==> src/rtl/wb_spi_regif_if.sv <==
// rtl/wb_spi_regif_if.sv - Wishbone classic bus bundle for the SPI register front-end
interface wb_spi_regif_if #(
  parameter int ADDR_W = 32,
  parameter int DATA_W = 32
);
  logic [ADDR_W-1:0] wb_addr;
  logic              wb_we;
  logic              wb_stb;
  logic              wb_cyc;
  logic [DATA_W-1:0] wb_dout;
  logic [DATA_W-1:0] wb_din;
  logic              wb_ack;
  logic              wb_err;

  modport master (
    output wb_addr, wb_we, wb_stb, wb_cyc, wb_dout,
    input  wb_din, wb_ack, wb_err
  );

  modport slave (
    input  wb_addr, wb_we, wb_stb, wb_cyc, wb_dout,
    output wb_din, wb_ack, wb_err
  );
endinterface

==> src/rtl/wb_spi_regif.sv <==
// rtl/wb_spi_regif.sv - Wishbone classic register front-end for the SPI core
// Decodes DATA/CMD/STAT, strobes the core, waits for its ack with a timeout, keeps sticky status.
module wb_spi_regif #(
  parameter int                ADDR_W    = 32,
  parameter int                DATA_W    = 32,
  parameter int                CORE_DW   = 12,
  parameter int                CORE_RW   = 10,
  parameter logic [ADDR_W-1:0] BASE_ADDR = '0,
  parameter logic [ADDR_W-1:0] OFF_DATA  = 'h10,
  parameter logic [ADDR_W-1:0] OFF_CMD   = 'h20,
  parameter logic [ADDR_W-1:0] OFF_STAT  = 'h30,
  parameter int                TIMEOUT   = 16
) (
  input  logic               clk,
  input  logic               rst,
  wb_spi_regif_if.slave      bus,
  output logic [CORE_DW-1:0] dout,
  output logic               cmd,
  output logic               wr,
  output logic               rd,
  input  logic [CORE_RW-1:0] din,
  input  logic               ack
);

  localparam int                CNT_W     = $clog2(TIMEOUT);
  localparam logic [CNT_W-1:0]  CNT_LAST  = CNT_W'(TIMEOUT - 1);
  localparam logic [ADDR_W-1:0] ADDR_DATA = BASE_ADDR + OFF_DATA;
  localparam logic [ADDR_W-1:0] ADDR_CMD  = BASE_ADDR + OFF_CMD;
  localparam logic [ADDR_W-1:0] ADDR_STAT = BASE_ADDR + OFF_STAT;

  typedef enum logic [1:0] {
    IDLE,
    WAIT,
    RESP
  } state_t;

  state_t             state, state_n;
  logic [CNT_W-1:0]   cnt, cnt_n;
  logic               to_flag, to_flag_n;
  logic [7:0]         err_cnt, err_cnt_n;
  logic               err_inc, stat_clr;
  logic [DATA_W-1:0]  wb_din_n;
  logic               wb_ack_n, wb_err_n;
  logic [CORE_DW-1:0] dout_n;
  logic               cmd_n, wr_n, rd_n;
  logic               sel, hit_data, hit_cmd, hit_stat, strobing;
  logic               unused_wdata;

  assign sel      = bus.wb_stb & bus.wb_cyc;
  assign hit_data = (bus.wb_addr == ADDR_DATA);
  assign hit_cmd  = (bus.wb_addr == ADDR_CMD);
  assign hit_stat = (bus.wb_addr == ADDR_STAT);
  // A core ack that coincides with our own strobe belongs to nothing we issued.
  assign strobing = cmd | wr | rd;
  assign unused_wdata = ^bus.wb_dout;

  always_comb begin
    state_n   = state;
    cnt_n     = cnt;
    to_flag_n = to_flag;
    err_inc   = 1'b0;
    stat_clr  = 1'b0;
    wb_din_n  = bus.wb_din;
    wb_ack_n  = 1'b0;
    wb_err_n  = 1'b0;
    dout_n    = dout;
    cmd_n     = 1'b0;
    wr_n      = 1'b0;
    rd_n      = 1'b0;

    case (state)
      IDLE: begin
        if (sel) begin
          if (hit_data) begin
            if (bus.wb_we) begin
              dout_n = bus.wb_dout[CORE_DW-1:0];
              wr_n   = 1'b1;
            end else begin
              rd_n   = 1'b1;
            end
            cnt_n   = '0;
            state_n = WAIT;
          end else if (hit_cmd && bus.wb_we) begin
            dout_n  = bus.wb_dout[CORE_DW-1:0];
            cmd_n   = 1'b1;
            cnt_n   = '0;
            state_n = WAIT;
          end else if (hit_stat) begin
            if (bus.wb_we) begin
              stat_clr = bus.wb_dout[0];
            end else begin
              wb_din_n = DATA_W'({err_cnt, to_flag});
            end
            wb_ack_n = 1'b1;
            state_n  = RESP;
          end else begin
            wb_err_n = 1'b1;
            err_inc  = 1'b1;
            state_n  = RESP;
          end
        end
      end

      WAIT: begin
        if (!bus.wb_cyc) begin
          state_n = IDLE;
        end else if (ack && !strobing) begin
          wb_din_n = DATA_W'(din);
          wb_ack_n = 1'b1;
          state_n  = RESP;
        end else if (cnt == CNT_LAST) begin
          to_flag_n = 1'b1;
          err_inc   = 1'b1;
          wb_err_n  = 1'b1;
          state_n   = RESP;
        end else begin
          cnt_n = cnt + 1'b1;
        end
      end

      RESP: begin
        state_n = IDLE;
      end

      default: begin
        state_n = IDLE;
      end
    endcase

    // Status write-1-to-clear takes precedence; the counter never wraps.
    if (stat_clr) begin
      to_flag_n = 1'b0;
      err_cnt_n = '0;
    end else if (err_inc && (err_cnt != 8'hFF)) begin
      err_cnt_n = err_cnt + 8'd1;
    end else begin
      err_cnt_n = err_cnt;
    end
  end

  always_ff @(posedge clk or posedge rst) begin
    if (rst) begin
      state      <= IDLE;
      cnt        <= '0;
      to_flag    <= 1'b0;
      err_cnt    <= '0;
      bus.wb_din <= '0;
      bus.wb_ack <= 1'b0;
      bus.wb_err <= 1'b0;
      dout       <= '0;
      cmd        <= 1'b0;
      wr         <= 1'b0;
      rd         <= 1'b0;
    end else begin
      state      <= state_n;
      cnt        <= cnt_n;
      to_flag    <= to_flag_n;
      err_cnt    <= err_cnt_n;
      bus.wb_din <= wb_din_n;
      bus.wb_ack <= wb_ack_n;
      bus.wb_err <= wb_err_n;
      dout       <= dout_n;
      cmd        <= cmd_n;
      wr         <= wr_n;
      rd         <= rd_n;
    end
  end

endmodule

==> src/flat_wrapper.sv <==
// flat-port wrapper written by rule: the top's interface ports become plain ports
module wb_spi_regif_flat 
#(
  parameter int                ADDR_W    = 32,
  parameter int                DATA_W    = 32,
  parameter int                CORE_DW   = 12,
  parameter int                CORE_RW   = 10,
  parameter logic [ADDR_W-1:0] BASE_ADDR = '0,
  parameter logic [ADDR_W-1:0] OFF_DATA  = 'h10,
  parameter logic [ADDR_W-1:0] OFF_CMD   = 'h20,
  parameter logic [ADDR_W-1:0] OFF_STAT  = 'h30,
  parameter int                TIMEOUT   = 16
)
  (clk, rst, dout, cmd, wr, rd, din, ack, bus_wb_addr, bus_wb_we, bus_wb_stb, bus_wb_cyc, bus_wb_dout, bus_wb_din, bus_wb_ack, bus_wb_err);
  wb_spi_regif_if #(.ADDR_W(ADDR_W), .DATA_W(DATA_W)) bus_i ();
  input  logic clk;
  input  logic rst;
  output logic [CORE_DW-1:0] dout;
  output logic cmd;
  output logic wr;
  output logic rd;
  input  logic [CORE_RW-1:0] din;
  input  logic ack;
  input wire logic [$bits(bus_i.wb_addr)-1:0] bus_wb_addr;
  input wire logic [$bits(bus_i.wb_we)-1:0] bus_wb_we;
  input wire logic [$bits(bus_i.wb_stb)-1:0] bus_wb_stb;
  input wire logic [$bits(bus_i.wb_cyc)-1:0] bus_wb_cyc;
  input wire logic [$bits(bus_i.wb_dout)-1:0] bus_wb_dout;
  output wire logic [$bits(bus_i.wb_din)-1:0] bus_wb_din;
  output wire logic [$bits(bus_i.wb_ack)-1:0] bus_wb_ack;
  output wire logic [$bits(bus_i.wb_err)-1:0] bus_wb_err;
  assign bus_i.wb_addr = bus_wb_addr;
  assign bus_i.wb_we = bus_wb_we;
  assign bus_i.wb_stb = bus_wb_stb;
  assign bus_i.wb_cyc = bus_wb_cyc;
  assign bus_i.wb_dout = bus_wb_dout;
  assign bus_wb_din = bus_i.wb_din;
  assign bus_wb_ack = bus_i.wb_ack;
  assign bus_wb_err = bus_i.wb_err;
  wb_spi_regif #(.ADDR_W(ADDR_W), .DATA_W(DATA_W), .CORE_DW(CORE_DW), .CORE_RW(CORE_RW), .BASE_ADDR(BASE_ADDR), .OFF_DATA(OFF_DATA), .OFF_CMD(OFF_CMD), .OFF_STAT(OFF_STAT), .TIMEOUT(TIMEOUT)) u_core (.clk(clk), .rst(rst), .bus(bus_i), .dout(dout), .cmd(cmd), .wr(wr), .rd(rd), .din(din), .ack(ack));
endmodule
==> config.mk <==
export PLATFORM = sky130hd
export DESIGN_NAME = wb_spi_regif_flat
export DESIGN_NICKNAME = d
export VERILOG_FILES = /design/src/rtl/wb_spi_regif_if.sv /design/src/rtl/wb_spi_regif.sv /design/src/flat_wrapper.sv
export SDC_FILE = /design/constraint.sdc
export NUM_CORES = 1
export LEC_CHECK = 0
export CAP_MARGIN = 20
export CELL_PAD_IN_SITES_DETAIL_PLACEMENT = 1
export CELL_PAD_IN_SITES_GLOBAL_PLACEMENT = 1
export CORE_MARGIN = 4
export CORE_UTILIZATION = 30
export CTS_CLUSTER_DIAMETER = 120
export DETAILED_ROUTE_END_ITERATION = 8
export GPL_ROUTABILITY_DRIVEN = 0
export PLACE_DENSITY = 0.84
export SLEW_MARGIN = 40
export SYNTH_ARGS = -nofsm -noshare
export SYNTH_HDL_FRONTEND = slang
export SYNTH_SLANG_ARGS = --single-unit
export TNS_END_PERCENT = 30
==> constraint.sdc <==
create_clock -name clk -period 2.4 [get_ports clk]
set_input_delay 0.6 -clock clk [delete_from_list [all_inputs] [get_ports clk]]
set_output_delay 0.6 -clock clk [all_outputs]
set_load 0.02 [all_outputs]
==> flow_summary_export.csv, run 1 <==
group,metric,value,unit
final_layout,multiInputGateArea,1311,um^2
critical_path,r2r_setup_slack,0.36,ns
yosys,seq_area_frac_synth,42.15,%
yosys,synthArstFlopShare,100.0,%
route,wl_per_cell,16.63,um
grt,use_met3,3.506,%
floorplanning,rows,32,
critical_path,path_common_cell,"buf_4",
grt,grt-busiest-layer,"met2",
power,power_density,488.1,nW/um^2
clock_tree,clock_sinks,42,
route,route.detailed.drc,0,
grt,grt_first_pass_wirelength,11.49,mm
yosys,synth_seq_cells,42,
clock_tree,postCtsSetupRepairBufs,0,
final_layout,nets,401,
route,vias,1986,
floorplanning,coreArea,7888,um^2
final_layout,final_util,46.70,%
min_path,hp-class,"reg2reg",
grt,gr-total-overflow,0,
critical_path,cp_max_fo,8,
floorplanning,io_pins,129,
power,p_leak,1.627,nW
timing,slew_violations,0,
grt,use_met2,28.20,%
route,ant_nets,0,
timing,finalWorstPathRequiredPeriod,2.329,ns
timing,slew_headroom,60.51,%
floorplanning,die_y,99.17,um
timing,rsz0062_at_grt,"true",
grt,grt_max_degree,43,
status,status,"finished clean",
yosys,ys.flop_type,"dfrtp_1",
critical_path,critPathCaptureType,"flop",
critical_path,path_buf_inv,3,
critical_path,crit_slowest_cell,"clkdlybuf4s50_1",
route,avgViaCountPerCell,4.706,
yosys,yosysWarnings,0,
yosys,synth_cells,205,
power,ir_worst_vdd,0.0003154,V
timing,finalHoldViolCount,0,
final_layout,seqCellArea,1051,um^2
yosys,synth_cell_types,49,
critical_path,critPathMaxStageDelay,0.46,ns
final_layout,nFillCells,861,
floorplanning,die_x,99.17,um
yosys,synth_edf_count,0,
timing,tightest_slew,0.5924,ns
timing,max_freq,429.4,MHz
route,drt-total-wl,7.019,mm
critical_path,crit_type,"in2reg",
timing,fin_crit_sh,97.03,%
critical_path,path_cells,"clkdlybuf4s50_1, nor4_4, nand4_4, nor4_2, buf_4, buf_4, o21ai_1, a21oi_1",
clock_tree,cts_tree,"yes",
clock_tree,clk_pin_slew,0.08,ns
route,drt-pass1-iter-count,4,
placed_design,hpwl,5.623,mm
yosys,synth.avg_cell_area,12.16,um^2
final_layout,syn2layout_area_growth,47.72,%
grt,grt_pass1_vias,2211,
critical_path,worstPathArrival,2.55,ns
clock_tree,cts_max_path_buffers,2,
grt,grtUsageTotal,14.82,%
floorplanning,die_area,9835,um^2
yosys,synthesis.area,2494,um^2
clock_tree,worstSkewPairLatency,0.29,ns
placed_design,portBuffers,86,
clock_tree,cts_max_level,2,
critical_path,start_kind,"input port",
timing,setup_viol,0,
clock_tree,clockRootBuffer,"clkbuf_8",
critical_path,cp_top_family,"simple AND/OR/NAND/NOR gates",
final_layout,drive_gt1_share,24.38,%
clock_tree,numCtsBuffers,5,
timing,tns,0,ns
floorplanning,initial_core_util,31.61,%
route,initialDrtViolationCount,66,
grt,antenna_found_initial,0,
job,cap_violations,0,
critical_path,cp.required,2.62,ns
grt,grt_use_met1,16.94,%
final_layout,diodes,0,
timing,skew,0.003273,ns
## final timing paths
check                           depth (start not counted)                   end                  from
worst min register to register                          1  u_core.bus.wb_din[3]  u_core.bus.wb_din[3]
max in group asynchronous                               3       u_core.dout[10]                   rst
worst min-delay path                                    1  u_core.bus.wb_din[3]  u_core.bus.wb_din[3]
worst max register to register                          7     u_core.err_cnt[7]         u_core.cnt[0]
worst max-delay path                                    8     u_core.err_cnt[0]        bus_wb_addr[3]
min in group asynchronous                               3  u_core.bus.wb_din[6]                   rst
## logic make-up after synthesis
| logic type | count (synthesis) | share of synthesized area (%) |
|---|---|---|
| mux | 32 | 15.71 |
| buf+inv | 33 | 8.831 |
| fa+ha+maj | 2 | 1.003 |
| simple gates | 65 | 23.38 |
| other cells | 1 | 0.1504 |
| flops | 42 | 42.15 |
| xor+xnor | 3 | 1.054 |
| compound gates | 27 | 7.727 |
## stage by stage
stage               hold slack, ns  worst slack, ns  cells  cell area (um^2)  power, mW
global route                0.5088         -0.08091    422              3684      1.896
detailed placement          0.4828          -0.2929    414              3578      1.333
finish                      0.4958          0.07140    422              3684      1.798
global placement            0.4746          -0.2268    414              3578      1.307
floorplan                   0.4622           0.2948    226              2572      1.106
CTS                         0.5008          0.02284    422              3670      1.816
## state kept, by name, indices dropped and copies added (netlist names)
register           flops
u_core.dout           12
u_core.bus.wb_din     10
u_core.err_cnt         8
u_core.cnt             4
u_core.state           2
u_core.bus.wb_ack      1
u_core.bus.wb_err      1
u_core.cmd             1
u_core.rd              1
u_core.to_flag         1
u_core.wr              1
## worst reg2reg max path, delay by kind of cell, from the launching register on
family                   cells  cell delay, ns
AND/OR/NAND/NOR              4            1.06
flip-flops                   1            0.39
adder cells (fa/ha/maj)      1            0.18
buffers and inverters        1            0.17
AO/OA/AOI/OAI                1            0.16
## what timing repair did
| action | in CTS | in global routing |
|---|---|---|
| hold buffers | 0 | 0 |
| endpoints found under the setup margin | 0 | 19 |
| gates resized for setup | 0 | 3 |
## power by group
part	internal, mW	total, mW	leakage [nW]	switching, mW
combinational	0.248	0.461	1.01	0.214
sequential	0.775	0.858	0.568	0.0830
clock	0.232	0.479	0.0482	0.246
## final cells by class
type / count / area share (%)
clock buffers: 7 / 2.344
clock inverters: 1 / 0.1359
inverters: 6 / 0.6114
multi-input cells: 151 / 35.60
flip-flops and latches: 42 / 28.53
well taps: 102 / 3.465
repair buffers: 113 / 29.31
## cells in the mapped netlist, types with 3 or more instances
library cell	number	area [um^2]
or4_1	4	30.03
nand4_1	5	31.28
nor4_4	7	148.9
o31ai_1	4	30.03
nor2_1	10	37.54
mux2_4	9	135.1
xor2_1	3	26.28
mux2_1	10	112.6
buf_4	23	172.7
dfrtp_1	42	1051
a21oi_1	8	40.04
inv_1	6	22.52
nand2_1	5	18.77
mux2_2	11	123.9
nand3_1	6	30.03
o21ai_1	3	15.01
nor3b_1	3	22.52
## placed cells by master, fill, tap and decap left out, types with 3 or more instances in the layout
cell	netlist	final
nor4_4	7	7
nor2_1	10	10
dfrtp_1	42	42
mux2_2	11	11
clkbuf_8	0	6
or4_1	4	4
mux2_4	9	9
mux2_1	10	10
nand3_1	6	6
a21oi_1	8	8
conb_1	1	22
inv_1	6	6
buf_4	23	25
clkdlybuf4s50_1	0	86
o31ai_1	4	4
o21ai_1	3	3
nand4_1	5	5
xor2_1	3	3
nand2_1	5	5
## layer usage
layer | wire, um | part of all wire [%]
met5 | 0 | 0
met4 | 38 | 0.54
met3 | 377 | 5.4
met2 | 3896 | 56
met1 | 2708 | 39
Power figures use the tool's default switching activity.
==> inputs of run 2 (changes only) <==
--- a/config.mk
+++ b/config.mk
@@ -9,11 +9,11 @@
 export CELL_PAD_IN_SITES_DETAIL_PLACEMENT = 1
 export CELL_PAD_IN_SITES_GLOBAL_PLACEMENT = 1
 export CORE_MARGIN = 4
-export CORE_UTILIZATION = 30
+export CORE_UTILIZATION = 27
 export CTS_CLUSTER_DIAMETER = 120
 export DETAILED_ROUTE_END_ITERATION = 8
 export GPL_ROUTABILITY_DRIVEN = 0
-export PLACE_DENSITY = 0.84
+export PLACE_DENSITY = 0.74
 export SLEW_MARGIN = 40
 export SYNTH_ARGS = -nofsm -noshare
 export SYNTH_HDL_FRONTEND = slang
==> constraint.sdc (replaced) <==
create_clock -name clk -period 2.1 [get_ports clk]
set_input_delay 0.525 -clock clk [delete_from_list [all_inputs] [get_ports clk]]
set_output_delay 0.525 -clock clk [all_outputs]
set_load 0.02 [all_outputs]
==> run 2 against run 1 <==
  * Power up 16%
  * Sequential share of layout area down 1.3 points
  * Sequential cell count unchanged
  * Highest routed layer unchanged
==> flow_summary_export.csv, run 2 (synthesis gave the netlist of run 1 again) <==
group,metric,value,unit
timing,finalHoldViolCount,0,
timing,skew,0.003038,ns
final_layout,reg_top3,"u_core.dout x12, u_core.bus.wb_din x10, u_core.err_cnt x8",
placed_design,placed_area,3621,um^2
critical_path,crit_type,"in2reg",
min_path,min_from,"u_core.dout[9]",
final_layout,drive_gt1_share,31.23,%
job,cap_violations,0,
floorplanning,die_y,104.1,um
timing,slew_violations,0,
timing,slew_headroom,62.53,%
clock_tree,cts_tree,"yes",
min_path,min_to,"u_core.dout[9]",
critical_path,r2r_setup_slack,0.09,ns
grt,gr-total-overflow,0,
critical_path,cp_top_family,"buffers and inverters",
final_layout,syn2layout_area_growth,55.04,%
grt,antenna_found_initial,0,
power,p_leak,1.783,nW
placed_design,hpwl,5.355,mm
clock_tree,holdBufCountCts,0,
critical_path,r2r_end,"u_core.err_cnt[3]",
clock_tree,cts_max_path_buffers,2,
floorplanning,die_area,10840,um^2
final_layout,layout_common_cells,"55 x clkdlybuf4s50_1, 40 x dfrtp_1, 31 x buf_4",
critical_path,cp_max_fo,5,
timing,tns,0,ns
critical_path,reg2regPathDepth,6,
grt,grt_pass1_vias,2250,
final_layout,nFillCells,983,
grt,grtUsageTotal,13.58,%
timing,tightest_slew,0.5609,ns
clock_tree,clock_sinks,42,
status,status,"finished clean",
critical_path,start_kind,"input port",
clock_tree,worstSkewPairLatency,0.30,ns
min_path,min_path_cells,1,
timing,fin_crit_sh,98.83,%
floorplanning,die_x,104.1,um
floorplanning,rows,34,
route,route.detailed.drc,0,
floorplanning,initial_core_util,28.18,%
power,power_density,541.4,nW/um^2
critical_path,critPathMaxStageDelay,0.47,ns
critical_path,crit_slowest_cell,"clkdlybuf4s50_1",
grt,grt_first_pass_wirelength,11.89,mm
critical_path,cp.required,2.29,ns
critical_path,path_cells,"clkdlybuf4s50_1, and2_1, nor3b_4, buf_6, o31ai_4, mux2_4",
clock_tree,clk_pin_slew,0.08,ns
grt,grt_max_degree,43,
final_layout,final_util,43.69,%
critical_path,timing.rr.start,"u_core.state[0]",
timing,setup_viol,0,
power,ir_worst_vdd,0.0002737,V
final_layout,layout_commonest_cell,"clkdlybuf4s50_1",
clock_tree,cts_max_level,2,
route,initialDrtViolationCount,63,
min_path,hp-class,"reg2reg",
floorplanning,io_pins,129,
floorplanning,coreArea,8848,um^2
critical_path,critPathCaptureType,"flop",
route,avgViaCountPerCell,4.642,
route,vias,2047,
grt,grt_use_met1,16.00,%
critical_path,cp.depth,6,
clock_tree,clockRootBuffer,"clkbuf_8",
final_layout,largest_register,"u_core.dout",
clock_tree,numCtsBuffers,5,
route,drt-pass1-iter-count,4,
critical_path,worstPathArrival,2.26,ns
final_layout,final_cell_area,3866,um^2
final_layout,diodes,0,
final_layout,largest_register_ffs,12,
grt,use_met2,25.02,%
grt,use_met3,2.793,%
route,wl_per_cell,16.50,um
timing,max_freq,481.8,MHz
route,ant_nets,0,
critical_path,path_buf_inv,2,
timing,rsz0062_at_grt,"true",
route,drt-total-wl,7.276,mm
final_layout,nets,414,
placed_design,portBuffers,86,
grt,grt-busiest-layer,"met2",
timing,finalWorstPathRequiredPeriod,2.075,ns
## run 2: per-stage QoR
step	setup WS [ns]	hold slack, ns	power [mW]	instances
floorplan	0.06981	0.4622	1.264	226
global placement	-0.5022	0.4733	1.514	423
detailed placement	-0.5127	0.4806	1.537	423
CTS	0.006418	0.5006	2.116	440
global route	-0.04828	0.5342	2.216	441
finish	0.02457	0.4912	2.093	441
## run 2: layout make-up
cell class / count / area, um^2 / share of cell area, %
Clock buffer: 7 / 86.33 / 2.233
Sequential cell: 42 / 1054 / 27.25
Clock inverter: 1 / 5.005 / 0.1294
Inverter: 6 / 22.52 / 0.5825
Multi-Input combinational cell: 152 / 1399 / 36.18
Tap cell: 108 / 135.1 / 3.495
Timing Repair Buffer: 125 / 1165 / 30.13
## run 2: report_power, final
group          total, mW  switching (mW)  internal [mW]
Sequential         0.975          0.0896          0.886
Combinational      0.566           0.262          0.304
Clock              0.552           0.286          0.266
## run 2: what timing repair did
| item | CTS | global route |
|---|---|---|
| setup buffers | 7 | 3 |
| resized for setup | 52 | 9 |
| pin swaps | 15 | 10 |
| cloned | 2 | 0 |
| endpoints found under the setup margin | 34 | 25 |
## run 2: how the worst max path moves through the flow
stage	from	to
final	bus_wb_addr[4]	u_core.bus.wb_din[3]
after global routing	bus_wb_stb	u_core.bus.wb_din[3]
after CTS	bus_wb_addr[23]	u_core.bus.wb_din[3]
after detailed placement	bus_wb_addr[26]	u_core.bus.wb_din[3]
after global placement	bus_wb_cyc	u_core.err_cnt[7]
after floorplan	bus_wb_addr[26]	u_core.err_cnt[2]
## run 2: layer usage
metal / wire (um) / up-vias
met2: 3933 / 52
met3: 296 / 12
met4: 146 / 0
met5: 0 / -
li1: - / 967
met1: 2900 / 1016
